<file path="config.mk">
export PLATFORM = sky130hd
export DESIGN_NAME = alu_share_sched
export DESIGN_NICKNAME = d
export VERILOG_FILES = /design/src/rtl/alu_share_sched.sv
export SDC_FILE = /design/constraint.sdc
export NUM_CORES = 1
export LEC_CHECK = 0
export BUFFER_PORTS_ARGS = -buffer_cell sky130_fd_sc_hd__buf_2
export CAP_MARGIN = 20
export CORE_ASPECT_RATIO = 1.2
export CORE_MARGIN = 5
export CORE_UTILIZATION = 40
export CTS_BUF_LIST = sky130_fd_sc_hd__clkbuf_4 sky130_fd_sc_hd__clkbuf_8
export DETAILED_ROUTE_END_ITERATION = 10
export PLACE_DENSITY = 0.78
export SETUP_SLACK_MARGIN = 0.1
export SLEW_MARGIN = 20
export SYNTH_ARGS = -nofsm -noshare
export SYNTH_HDL_FRONTEND = slang
export SYNTH_SLANG_ARGS = --single-unit
export TNS_END_PERCENT = 50
</file>
<file path="constraint.sdc">
create_clock -name clk_i -period 3.3 [get_ports clk_i]
set_input_delay 0.495 -clock clk_i [delete_from_list [all_inputs] [get_ports clk_i]]
set_output_delay 0.495 -clock clk_i [all_outputs]
set_load 0.05 [all_outputs]
</file>
<file path="src/rtl/alu_share_sched.sv">
// rtl/alu_share_sched.sv - round-robin sharing of one EX-stage ALU between two requesters
module alu_share_sched #(
    parameter int DATA_W  = 32,
    parameter int MUL_LAT = 3
) (
    input  logic              clk_i,
    input  logic              rst_i,
    input  logic              req0_valid_i,
    output logic              req0_ready_o,
    input  logic [2:0]        req0_op_i,
    input  logic [DATA_W-1:0] req0_a_i,
    input  logic [DATA_W-1:0] req0_b_i,
    input  logic              req1_valid_i,
    output logic              req1_ready_o,
    input  logic [2:0]        req1_op_i,
    input  logic [DATA_W-1:0] req1_a_i,
    input  logic [DATA_W-1:0] req1_b_i,
    output logic [DATA_W-1:0] alu_data1_o,
    output logic [DATA_W-1:0] alu_data2_o,
    output logic [2:0]        alu_ctrl_o,
    input  logic [DATA_W-1:0] alu_data_i,
    input  logic              alu_zero_i,
    output logic              resp_valid_o,
    input  logic              resp_ready_i,
    output logic              resp_id_o,
    output logic [DATA_W-1:0] resp_data_o,
    output logic              resp_zero_o,
    output logic              busy_o
);

    typedef enum logic [1:0] {
        S_IDLE = 2'd0,
        S_EXEC = 2'd1,
        S_RESP = 2'd2
    } state_t;

    localparam int              CNT_W    = (MUL_LAT > 1) ? $clog2(MUL_LAT) : 1;
    localparam logic [2:0]      OP_MUL   = 3'd5;
    localparam logic [CNT_W-1:0] CNT_LAST = CNT_W'(MUL_LAT - 1);

    state_t              state;
    state_t              state_nxt;
    logic [CNT_W-1:0]    cnt;
    logic                last_grant;
    logic                grant;
    logic                grant_valid;
    logic                accept;
    logic                exec_done;
    logic                resp_hs;

    logic [DATA_W-1:0]   data1_q;
    logic [DATA_W-1:0]   data2_q;
    logic [2:0]          ctrl_q;
    logic                id_q;
    logic [DATA_W-1:0]   resp_data_q;
    logic                resp_zero_q;
    logic                resp_valid_q;

    // Round-robin pick: a lone requester wins outright, a tie goes to the one not served last
    always_comb begin
        grant_valid = req0_valid_i | req1_valid_i;
        grant       = 1'b0;
        if (req0_valid_i && req1_valid_i) begin
            grant = ~last_grant;
        end else if (req1_valid_i) begin
            grant = 1'b1;
        end
    end

    // Ready is only offered in IDLE and only to the granted requester
    always_comb begin
        req0_ready_o = (state == S_IDLE) && grant_valid && (grant == 1'b0);
        req1_ready_o = (state == S_IDLE) && grant_valid && (grant == 1'b1);
    end

    // Next-state and handshake decode; a multiply stays in EXEC until the ALU has settled
    always_comb begin
        state_nxt = state;
        accept    = 1'b0;
        exec_done = 1'b0;
        resp_hs   = 1'b0;
        case (state)
            S_IDLE: begin
                if (grant_valid) begin
                    accept    = 1'b1;
                    state_nxt = S_EXEC;
                end
            end
            S_EXEC: begin
                if ((ctrl_q != OP_MUL) || (cnt == CNT_LAST)) begin
                    exec_done = 1'b1;
                    state_nxt = S_RESP;
                end
            end
            S_RESP: begin
                if (resp_ready_i) begin
                    resp_hs   = 1'b1;
                    state_nxt = S_IDLE;
                end
            end
            default: state_nxt = S_IDLE;
        endcase
    end

    // State register
    always_ff @(posedge clk_i or posedge rst_i) begin
        if (rst_i) begin
            state <= S_IDLE;
        end else begin
            state <= state_nxt;
        end
    end

    // Operand/control registers feeding the ALU; only reloaded on accept so the ALU is quiet otherwise
    always_ff @(posedge clk_i or posedge rst_i) begin
        if (rst_i) begin
            data1_q <= '0;
            data2_q <= '0;
            ctrl_q  <= '0;
            id_q    <= 1'b0;
        end else if (accept) begin
            id_q <= grant;
            if (grant) begin
                data1_q <= req1_a_i;
                data2_q <= req1_b_i;
                ctrl_q  <= req1_op_i;
            end else begin
                data1_q <= req0_a_i;
                data2_q <= req0_b_i;
                ctrl_q  <= req0_op_i;
            end
        end
    end

    // EXEC cycle counter, cleared on accept and advanced while waiting on a multiply
    always_ff @(posedge clk_i or posedge rst_i) begin
        if (rst_i) begin
            cnt <= '0;
        end else if (accept) begin
            cnt <= '0;
        end else if ((state == S_EXEC) && !exec_done) begin
            cnt <= cnt + 1'b1;
        end
    end

    // Response capture at the last EXEC cycle, held until the consumer takes it
    always_ff @(posedge clk_i or posedge rst_i) begin
        if (rst_i) begin
            resp_data_q  <= '0;
            resp_zero_q  <= 1'b0;
            resp_valid_q <= 1'b0;
        end else if (exec_done) begin
            resp_data_q  <= alu_data_i;
            resp_zero_q  <= alu_zero_i;
            resp_valid_q <= 1'b1;
        end else if (resp_hs) begin
            resp_valid_q <= 1'b0;
        end
    end

    // Fairness memory: starts at 1 so requester 0 wins the first tie after reset
    always_ff @(posedge clk_i or posedge rst_i) begin
        if (rst_i) begin
            last_grant <= 1'b1;
        end else if (resp_hs) begin
            last_grant <= id_q;
        end
    end

    assign alu_data1_o  = data1_q;
    assign alu_data2_o  = data2_q;
    assign alu_ctrl_o   = ctrl_q;
    assign resp_valid_o = resp_valid_q;
    assign resp_id_o    = id_q;
    assign resp_data_o  = resp_data_q;
    assign resp_zero_o  = resp_zero_q;
    assign busy_o       = (state != S_IDLE);

endmodule

</file>
# Yosys cells after proc, flatten, opt, wreduce, memory -nomap -nowiden
# Index checks and enable logic that the tools add are counted.
# word_totals
romBits,0
latch_bits,0
mem_count,0
word_cells,52
register_bits,107
mem_bits_rw,0
output_inout_bits,105
input_bits,172
# classes
n_lt_le_gt_ge,0
n_mux,19
eq_ne,7
bitwise_logic,3
div_mod_pow,0
reduce_logical,12
n_addsub,1
shifts,0
multipliers,0
# ops
operator,n
$mux W32,2
$mux W1,10
$mux W2,5
$ne A2 B2 Y1 const B,3
$pmux W2 S3,1
$reduce_bool A2 Y1,3
$logic_and A1 B1 Y1,5
$eq A2 B2 Y1 const B,2
$mux W3,1
$ne A3 B3 Y1 const B,1
$reduce_and A3 Y1,1
$add A2 B1 Y2 const B,1
$eq A2 B1 Y1 const B,1
$logic_not A2 Y1,1
$not A1 Y1,2
$logic_not A1 Y1,1
$logic_or A1 B1 Y1,1
$or A1 B1 Y1,1

# Longest topological paths before layout
# Gate-level depths: netlist of run 1.
# logic_depth
depth_word,8
ltp_mapped,7
ltp_nobuf,5

# Worst setup path before layout of run 1
# OpenSTA, ideal clock, no wires.
# synth_timing
path_type,in2out
from,input port req1_valid_i
to,output port req1_ready_o
path_stages,4
required_ns,2.805
n_path_buf,2
setup_slack_ns,1.199
arrival_time_ns,1.606
cell_sequence,a21boi_2 > clkbuf_1 > clkbuf_1 > and2_1
# synth_between
elab_chain_cells,3
word_cells_on_any_way,6
cone_classes,2 x mux; 1 x bitwise; 3 x reduce/logical
# synth_lines
element,line,text
from (decl),13,"input logic req1_valid_i,"
$mux W1 (tied with other cells),65,end else if (req1_valid_i) begin
$mux W1 or $logic_and A1 B1 Y1 (tied branches),"63, 73",
$logic_and A1 B1 Y1 *,73,req1_ready_o = (state == S_IDLE) && grant_valid && (grant == 1'b1);
to (decl),14,"output logic req1_ready_o,"
# Mark *: on every way between the ends. The rest lies on a longest branch, timed or not.

# Final worst setup path of run 1
# layout_timing
from,register state[0]
to,output port req0_ready_o
# layout_between
elab_chain_cells,3
# layout_lines
element,line,text
from (decl),41,state_t state;
from (signal assigned),110,state <= state_nxt;
$logic_not A2 Y1,72,req0_ready_o = (state == S_IDLE) && grant_valid && (grant == 1'b0);
$logic_and A1 B1 Y1 (2 in series),72,
to (decl),9,"output logic req0_ready_o,"
# Every way passes these cells.

==> flow_summary.ini, run 1 <==
[yosys]
synth_top_cell_area_share_pct = 59.1
ys.warnings.count = 0
synth_cell_type_count = 27
synthCells = 336
ys_seq_area_share_pct = 59.7
ys.flop_type = dfrtp_1
synth_commonest_cells = dfrtp_1, and3_1, a221o_1, mux2_2, clkbuf_1
avgSynthCellArea_um2 = 13.4
syn_nets = 509
synth_top_area_cell = dfrtp_1
ys_ff_latch = 107
syn_area_mm2 = 0.00449
yosysMostFrequentCell = dfrtp_1
synth_edf_count = 0
postSynth.asyncResetShare_pct = 100
synth.area.top_cells = dfrtp_1, a221o_1, and3_1, mux2_2, clkbuf_1

[global_routing]
grt_pass1_wl_mm = 21.2
grt_pass1_vias = 4175
grt_antenna_before_repair = 1
grt_util_all_layers_pct = 19.6
grt_start_max_net_pins = 68
gr-total-overflow = 0

[timing]
relSlewSlack_pct = 41.9
setup_tns_ns = 0
hold_violations = 0
fmax_ghz = 0.423
tightest_slew_ns = 0.868
fin_crit_sh_pct = 71.6
fin_skew_ns = 0.0115
slew_viol_final = 0
rsz0062_at_grt = false
min_period_ns = 2.36
setup_viol_count_final = 0

[setup_path]
critPathCaptureType = primary output
crit_slowest_cell = dfrtp_1
critPathRequiredTime_ns = 2.80
criticalPathCategory = flop to primary output
cp_max_fo = 28
slowest_delay_ns = 0.49
arrival_ns = 1.87
crit_chain = nor2_4, and3_2, buf_2
crit_path_start_kind = flop

[placed_design]
io_buffers = 276
place.gp.congestion = 0.751
detailed_place_hpwl_mm = 10.1
dp.cells = 718

[detailed_routing]
drc_errors = 0
wirelength_mm = 13.7
via_per_inst = 5.51
drt_iter0_drc = 200
vias = 4045
first_pass_iters = 4
ant_nets = 0
wire_per_inst_um = 18.6

[finish]
layout.nets = 771
final_cells = 734
drive_above_1_share_pct = 56.3
antenna_cells = 0
syn_to_final_growth_pct = 37.1
utilization_pct = 55.8

[pwr]
p_per_area_mw_per_mm2 = 1240
p_leak_uw = 0.00335
peakVddDrop_v = 0.000640

[die]
coreArea_mm2 = 0.0110
initial_core_util_pct = 40.7
ios = 277
fp.dieH_um = 126
die-area_mm2 = 0.0135
die_w_um = 107
rows = 42

[clock_network]
cts_sinks = 107
clk_pin_slew_ns = 0.11
cts_setup_buffers = 0
holdBufCountCts = 0
cts_buffers = 9
post_cts_resized = 0
ctsLongestPathBuffers = 2
cts_root_buf = clkbuf_8
cts_tree = yes
cts_max_level = 3
clock_latency_ns = 0.37

[run_status]
status = completed

[min_path]
hold_path.class = input pin to async pin

[job]
drv_cap = 0
==> flip-flops by register name (all words and copies together) (netlist names) <==
signal	flops
resp_valid_o	1
alu_ctrl_o	3
alu_data1_o	32
resp_id_o	1
resp_zero_o	1
alu_data2_o	32
resp_data_o	32
cnt	2
state	2
last_grant	1
==> layout make-up <==
class	instances	area [µm²]
Clock buffer	9	124
Clock inverter	6	42.5
Fill cell	993	4880
Inverter	3	15.0
Multi-Input combinational cell	193	1670
Sequential cell	107	2680
Tap cell	132	165
Timing Repair Buffer	284	1470
==> layer usage <==
layer / up-vias / routed length, µm / global-route usage (%)
li1: 1834 / - / -
met1: 1971 / 5250 / 23.7
met2: 205 / 6860 / 33.5
met3: 33 / 1080 / 3.79
met4: 2 / 465 / 9.18
met5: - / 13 / 0
==> worst paths after layout <==
check / start / endpoint / slack (ns) / depth (start not counted)
setup / recovery: state[0] / req0_ready_o / 0.94 / 3
hold reg to reg: resp_data_o[6] / resp_data_o[6] / 0.50 / 1
max in group asynchronous: rst_i / last_grant / 2.33 / 4
min in group clk_i: alu_data_i[18] / resp_data_o[18] / 0.35 / 2
hold / removal: rst_i / resp_data_o[18] / 0.11 / 2
setup reg to reg: state[0] / alu_data1_o[4] / 1.07 / 4
==> power breakdown <==
group	internal, µW	leakage (µW)	total, µW	switching [µW]
Sequential	1960	0.00130	2330	370
Combinational	1320	0.00197	4610	3290
Clock	272	0.0000815	718	446
Total	3550	0.00335	7660	4100
==> kinds of logic after synthesis <==
kind of cell	share of synthesized area [%]
DFF	59.7
muxes	8.53
adders and majority gates	0.279
buffers and inverters	3.79
AOI/OAI and AO/OA	16.4
and+or+nand+nor	11.4
==> worst max-delay path, delay by kind of cell, from the launching register on <==
kind                   cells  cell delay, ns
DFF                        1            0.49
and+or+nand+nor            2            0.75
buffers and inverters      1            0.27
==> metrics by stage <==
| stage | power [µW] | worst slack, ns | instance area, µm² | hold slack [ns] |
|---|---|---|---|---|
| 2_1_floorplan | 5870 | 1.20 | 4490 | 0.513 |
| 3_3_place_gp | 6900 | 1.18 | 5970 | 0.469 |
| 3_5_place_dp | 7000 | 1.10 | 5970 | 0.477 |
| 4_1_cts | 7730 | 0.919 | 6140 | 0.322 |
| 5_1_grt | 8040 | 0.850 | 6160 | 0.128 |
| 6_report | 7660 | 0.937 | 6160 | 0.107 |
==> placed cells by master, fill, tap and decap left out, types with 3 or more instances in the layout <==
| cell type | netlist | final |
|---|---|---|
| buf_2 | 10 | 276 |
| clkbuf_8 | 0 | 9 |
| o21ai_0 | 4 | 4 |
| dfrtp_1 | 106 | 106 |
| and3_1 | 68 | 67 |
| clkinvlp_4 | 0 | 3 |
| nand2b_1 | 3 | 3 |
| mux2_2 | 32 | 32 |
| a221o_1 | 67 | 67 |
| buf_4 | 0 | 6 |
No activity file was read; power rests on OpenSTA's default activity.
==> run 2, diff against run 1 <==
clock period = 2 ns   (was 3.3 ns; I/O delays follow)
==> run 2 against run 1 <==
  * Combinational power up 74%
  * Cell count up 1.4%
  * Critical path depth up 1
  * Via count up 0.64%
  * Design area up 2.5%
  * Clock power up 69%
  * Utilization up 1.4 points
  * Wire length up 2.0%
  * Die area unchanged
==> flow_summary.ini, run 2 (same netlist as run 1, synthesis figures left out) <==
[run_status]
status = completed

[detailed_routing]
wire_per_inst_um = 18.7
vias = 4071
drc_errors = 0
first_pass_iters = 5
ant_nets = 0
wirelength_mm = 13.9
via_per_inst = 5.47
drt_iter0_drc = 287

[clock_network]
holdBufCountCts = 0
cts_buffers = 9
cts_tree = yes
ctsLongestPathBuffers = 2
clock_latency_ns = 0.37
cts_max_level = 3
cts_root_buf = clkbuf_8
cts_sinks = 107
clk_pin_slew_ns = 0.11

[pwr]
peakVddDrop_v = 0.00129
p_per_area_mw_per_mm2 = 2070
p_leak_uw = 0.00343

[die]
rows = 42
initial_core_util_pct = 40.7
ios = 277
die-area_mm2 = 0.0135
die_w_um = 107
coreArea_mm2 = 0.0110
fp.dieH_um = 126

[timing]
setup_tns_ns = 0
slew_viol_final = 0
fin_crit_sh_pct = 93.1
tightest_slew_ns = 0.681
hold_slack_ns = 0.0121
setup_viol_count_final = 0
rsz0062_at_grt = true
hold_violations = 0
fin_ws_ns = 0.139
fin_skew_ns = 0.0140
min_period_ns = 1.86
relSlewSlack_pct = 54.5
fmax_ghz = 0.537

[global_routing]
use_met3_pct = 4.15
met1_usage_pct = 23.3
groute.layer.met2.usage_pct = 35.4
grt_util_all_layers_pct = 19.7
grt.busiest_layer = met2
grt_pass1_wl_mm = 21.1
grt_pass1_vias = 4200
grt_start_max_net_pins = 68
gr-total-overflow = 0
grt_antenna_before_repair = 0

[placed_design]
pre_cts_ws_ns = 0.00891
place_area_mm2 = 0.00605
detailed_place_hpwl_mm = 10.4
place.gp.congestion = 0.779
io_buffers = 276

[finish]
fillers = 951
final_cell_mix = buf_2, dfrtp_1, and3_1, a221o_1, mux2_2
layout.nets = 780
antenna_cells = 0
syn_to_final_growth_pct = 40.5
drive_above_1_share_pct = 57.0
mostFrequentLayoutCell = buf_2
design_area_mm2 = 0.00631

[setup_path]
arrival_ns = 1.56
crit_chain = buf_4, nor2_4, and3_2, buf_6
crit_slowest_cell = dfrtp_1
crit_path_start_kind = flop
critPathRequiredTime_ns = 1.70
critPathCaptureType = primary output
cp_max_fo = 7
criticalPathCategory = flop to primary output
slowest_delay_ns = 0.40

[job]
drv_cap = 0

[min_path]
hold_path.class = input pin to async pin
[run 2: report_power, final]
part           leakage [µW]  switching [µW]  total, µW  internal [µW]
logic               0.00204            5580       8020           2440
clock network     0.0000907             727       1210            478
registers           0.00130             601       3840           3240
[run 2: what timing repair did]
item	in CTS	in global routing
buffers inserted	0	3
endpoints found under the setup margin	26	27
pin swaps	0	1
gates resized for setup	2	8
gates cloned	0	1
[run 2: final cells by class]
type	count	area, µm²	share of cell area, %
Clock buffer	10	131	2.08
Clock inverter	6	47.5	0.754
Inverter	3	15.0	0.238
Multi-Input combinational cell	193	1670	26.5
Sequential cell	107	2680	42.5
Tap cell	132	165	2.62
Timing Repair Buffer	293	1600	25.4
[run 2: final timing paths]
kind	startpoint	endpoint	slack [ns]	depth (start not counted)
max in group asynchronous	rst_i	last_grant	1.31	3
worst max-delay path	state[0]	req0_ready_o	0.14	4
worst min-delay path	rst_i	resp_data_o[18]	0.01	2
worst max register to register	state[0]	alu_data1_o[27]	0.30	5
min in group clk_i	alu_data_i[28]	resp_data_o[28]	0.15	2
worst min register to register	resp_zero_o	resp_zero_o	0.51	1
[run 2: worst max-delay path, delay by kind of cell, from the launching register on]
family	cells	cell delay, ns
buffers and inverters	2	0.34
DFF	1	0.40
and+or+nand+nor	2	0.46
[run 2: metrics by stage]
stage	std cells	utilization [%]	power, µW
floorplan	336	-	9690
global placement	724	54.9	11600
detailed placement	724	54.9	11700
CTS	740	56.6	13000
global route	744	57.2	13700
finish	744	57.2	13100
[run 2: metal layers]
layer / up-vias / routed length, µm
met2: 198 / 7320
met3: 22 / 982
li1: 1860 / -
met1: 1991 / 5350
met4: 0 / 276
met5: - / 0
==> run 3, diff against run 2 <==
BUFFER_PORTS_ARGS = -buffer_cell sky130_fd_sc_hd__buf_4   (was -buffer_cell sky130_fd_sc_hd__buf_2)
CELL_PAD_IN_SITES_DETAIL_PLACEMENT = 0   (was not set)
CELL_PAD_IN_SITES_GLOBAL_PLACEMENT = 1   (was not set)
CORE_UTILIZATION = 30   (was 40)
PLACE_DENSITY = not set   (was 0.78)
PLACE_DENSITY_LB_ADDON = 0.1   (was not set)
==> run 3 against run 2 <==
  * Clock power rose by 13%
  * Hold slack improved by 0.0088 ns
  * Largest power group unchanged
  * Non-clock buffer count rose by 3
  * First-iteration DRC count fell by 55%
  * Design area rose by 13%
  * Fmax rose by 5.7%
  * Sequential share of layout area fell by 4.8 points
  * Combinational power rose by 8.1%
==> flow_summary.ini, run 3 (same netlist as run 1, synthesis figures left out) <==
[timing]
slew_viol_final = 0
tightest_slew_ns = 0.698
fin_crit_sh_pct = 88.1
relSlewSlack_pct = 53.3
rsz0062_at_grt = false
hold_slack_ns = 0.0209
setup_viol_count_final = 0
min_period_ns = 1.76
fin_skew_ns = 0.00908
fmax_ghz = 0.568
setup_tns_ns = 0
fin_ws_ns = 0.239
hold_violations = 0

[setup_path]
cp_max_fo = 3
critPathCaptureType = primary output
crit_path_start_kind = flop
crit_chain = nand2b_1, and3_2, buf_6
critPathBufInv = 1
crit_slowest_cell = dfstp_2
slowest_delay_ns = 0.58
critPathRequiredTime_ns = 1.70
criticalPathCategory = flop to primary output
arrival_ns = 1.46
crit_family = flip-flops

[die]
fp.dieH_um = 144
die-area_mm2 = 0.0175
ios = 277
rows = 49
coreArea_mm2 = 0.0148
initial_core_util_pct = 30.3
die_w_um = 122

[finish]
fillers = 1428
mostFrequentLayoutCell = buf_4
multi_input_area_mm2 = 0.00167
final_cells = 819
syn_to_final_growth_pct = 58.7
final_cell_mix = buf_4, dfrtp_1, and3_1, a221o_1, mux2_2
layout.nets = 783
drive_above_1_share_pct = 57.6
seqCellArea_mm2 = 0.00268
antenna_cells = 0

[detailed_routing]
vias = 4010
ant_nets = 0
wire_per_inst_um = 19.0
wirelength_mm = 15.6
via_per_inst = 4.90
drc_errors = 0
first_pass_iters = 4
drt_iter0_drc = 128

[clock_network]
ctsLongestPathBuffers = 2
cts_buffers = 9
cts_tree = yes
cts_max_level = 3
holdBufCountCts = 0
clock_latency_ns = 0.38
clk_pin_slew_ns = 0.11
cts_sinks = 107
cts_root_buf = clkbuf_8

[run_status]
status = completed

[global_routing]
grt_pass1_vias = 4283
gr-total-overflow = 0
grt_util_all_layers_pct = 17.6
grt_start_max_net_pins = 48
grt_pass1_wl_mm = 24.0
grt_antenna_before_repair = 0

[placed_design]
place.gp.congestion = 0.730
dp.cells = 799
detailed_place_hpwl_mm = 11.7
io_buffers = 276
pre_cts_ws_ns = 0.180

[min_path]
hold_path.class = input pin to async pin

[pwr]
p_leak_uw = 0.00367
p_per_area_mw_per_mm2 = 1950
p_total_uw = 13900
peakVddDrop_v = 0.000897

[job]
drv_cap = 0
run 3: cell types whose count changed in the layout (fill, tap and decap cells not counted), moves of 2 or more:
| cell | change |
|---|---|
| dfrtp_2 | +2 |
| buf_2 | -274 |
| dfrtp_1 | -2 |
| buf_4 | +277 |
run 3: path summary, 6_finish.rpt:
kind	startpoint	to	slack (ns)	depth (start not counted)
min in group clk_i	req0_a_i[31]	alu_data1_o[31]	0.14	2
worst min register to register	resp_data_o[6]	resp_data_o[6]	0.50	1
worst max register to register	cnt[0]	resp_data_o[19]	0.26	6
worst max-delay path	last_grant	req0_ready_o	0.24	3
worst min-delay path	rst_i	alu_data1_o[18]	0.02	2
max in group asynchronous	rst_i	last_grant	1.33	3
run 3: timing repair:
item | CTS | global route
pin swaps | 0 | 1
resized for setup | 1 | 4
endpoints found under the setup margin | 2 | 20
setup buffers | 0 | 4
run 3: power by group:
group	leakage, µW	switching, µW	internal, µW
sequential	0.00130	637	3240
clock	0.000102	781	591
combinational	0.00227	5570	3100
total	0.00367	6990	6930
run 3: area by class of cell:
type                            instances  share of cell area [%]
Clock buffer                            9                    1.74
Clock inverter                          7                    1.07
Inverter                                3                   0.211
Multi-Input combinational cell        193                    23.4
Sequential cell                       107                    37.6
Tap cell                              204                    3.58
Timing Repair Buffer                  296                    32.3
run 3: metal layers:
metal / up-vias / GRT usage [%] / wire length [µm]
li1: 1854 / - / -
met5: - / 0 / 0
met1: 1975 / 21.6 / 6140
met3: 17 / 5.40 / 1240
met4: 0 / 5.90 / 297
met2: 164 / 29.5 / 7880
run 3: worst register-to-register path: stages (launching register included):
cell and delay, ns:
dfrtp_1 0.41, inv_1 0.07, ha_1 0.14, nand4bb_1 0.23, nor2b_4 0.26, buf_12 0.18, mux2_2 0.35
run 3: metrics by stage:
step	instance area (µm²)	util [%]
3_3_place_gp	6880	46.4
4_1_cts	7080	47.7
2_1_floorplan	4490	-
6_report	7130	48.0
5_1_grt	7130	48.0
3_5_place_dp	6880	46.4
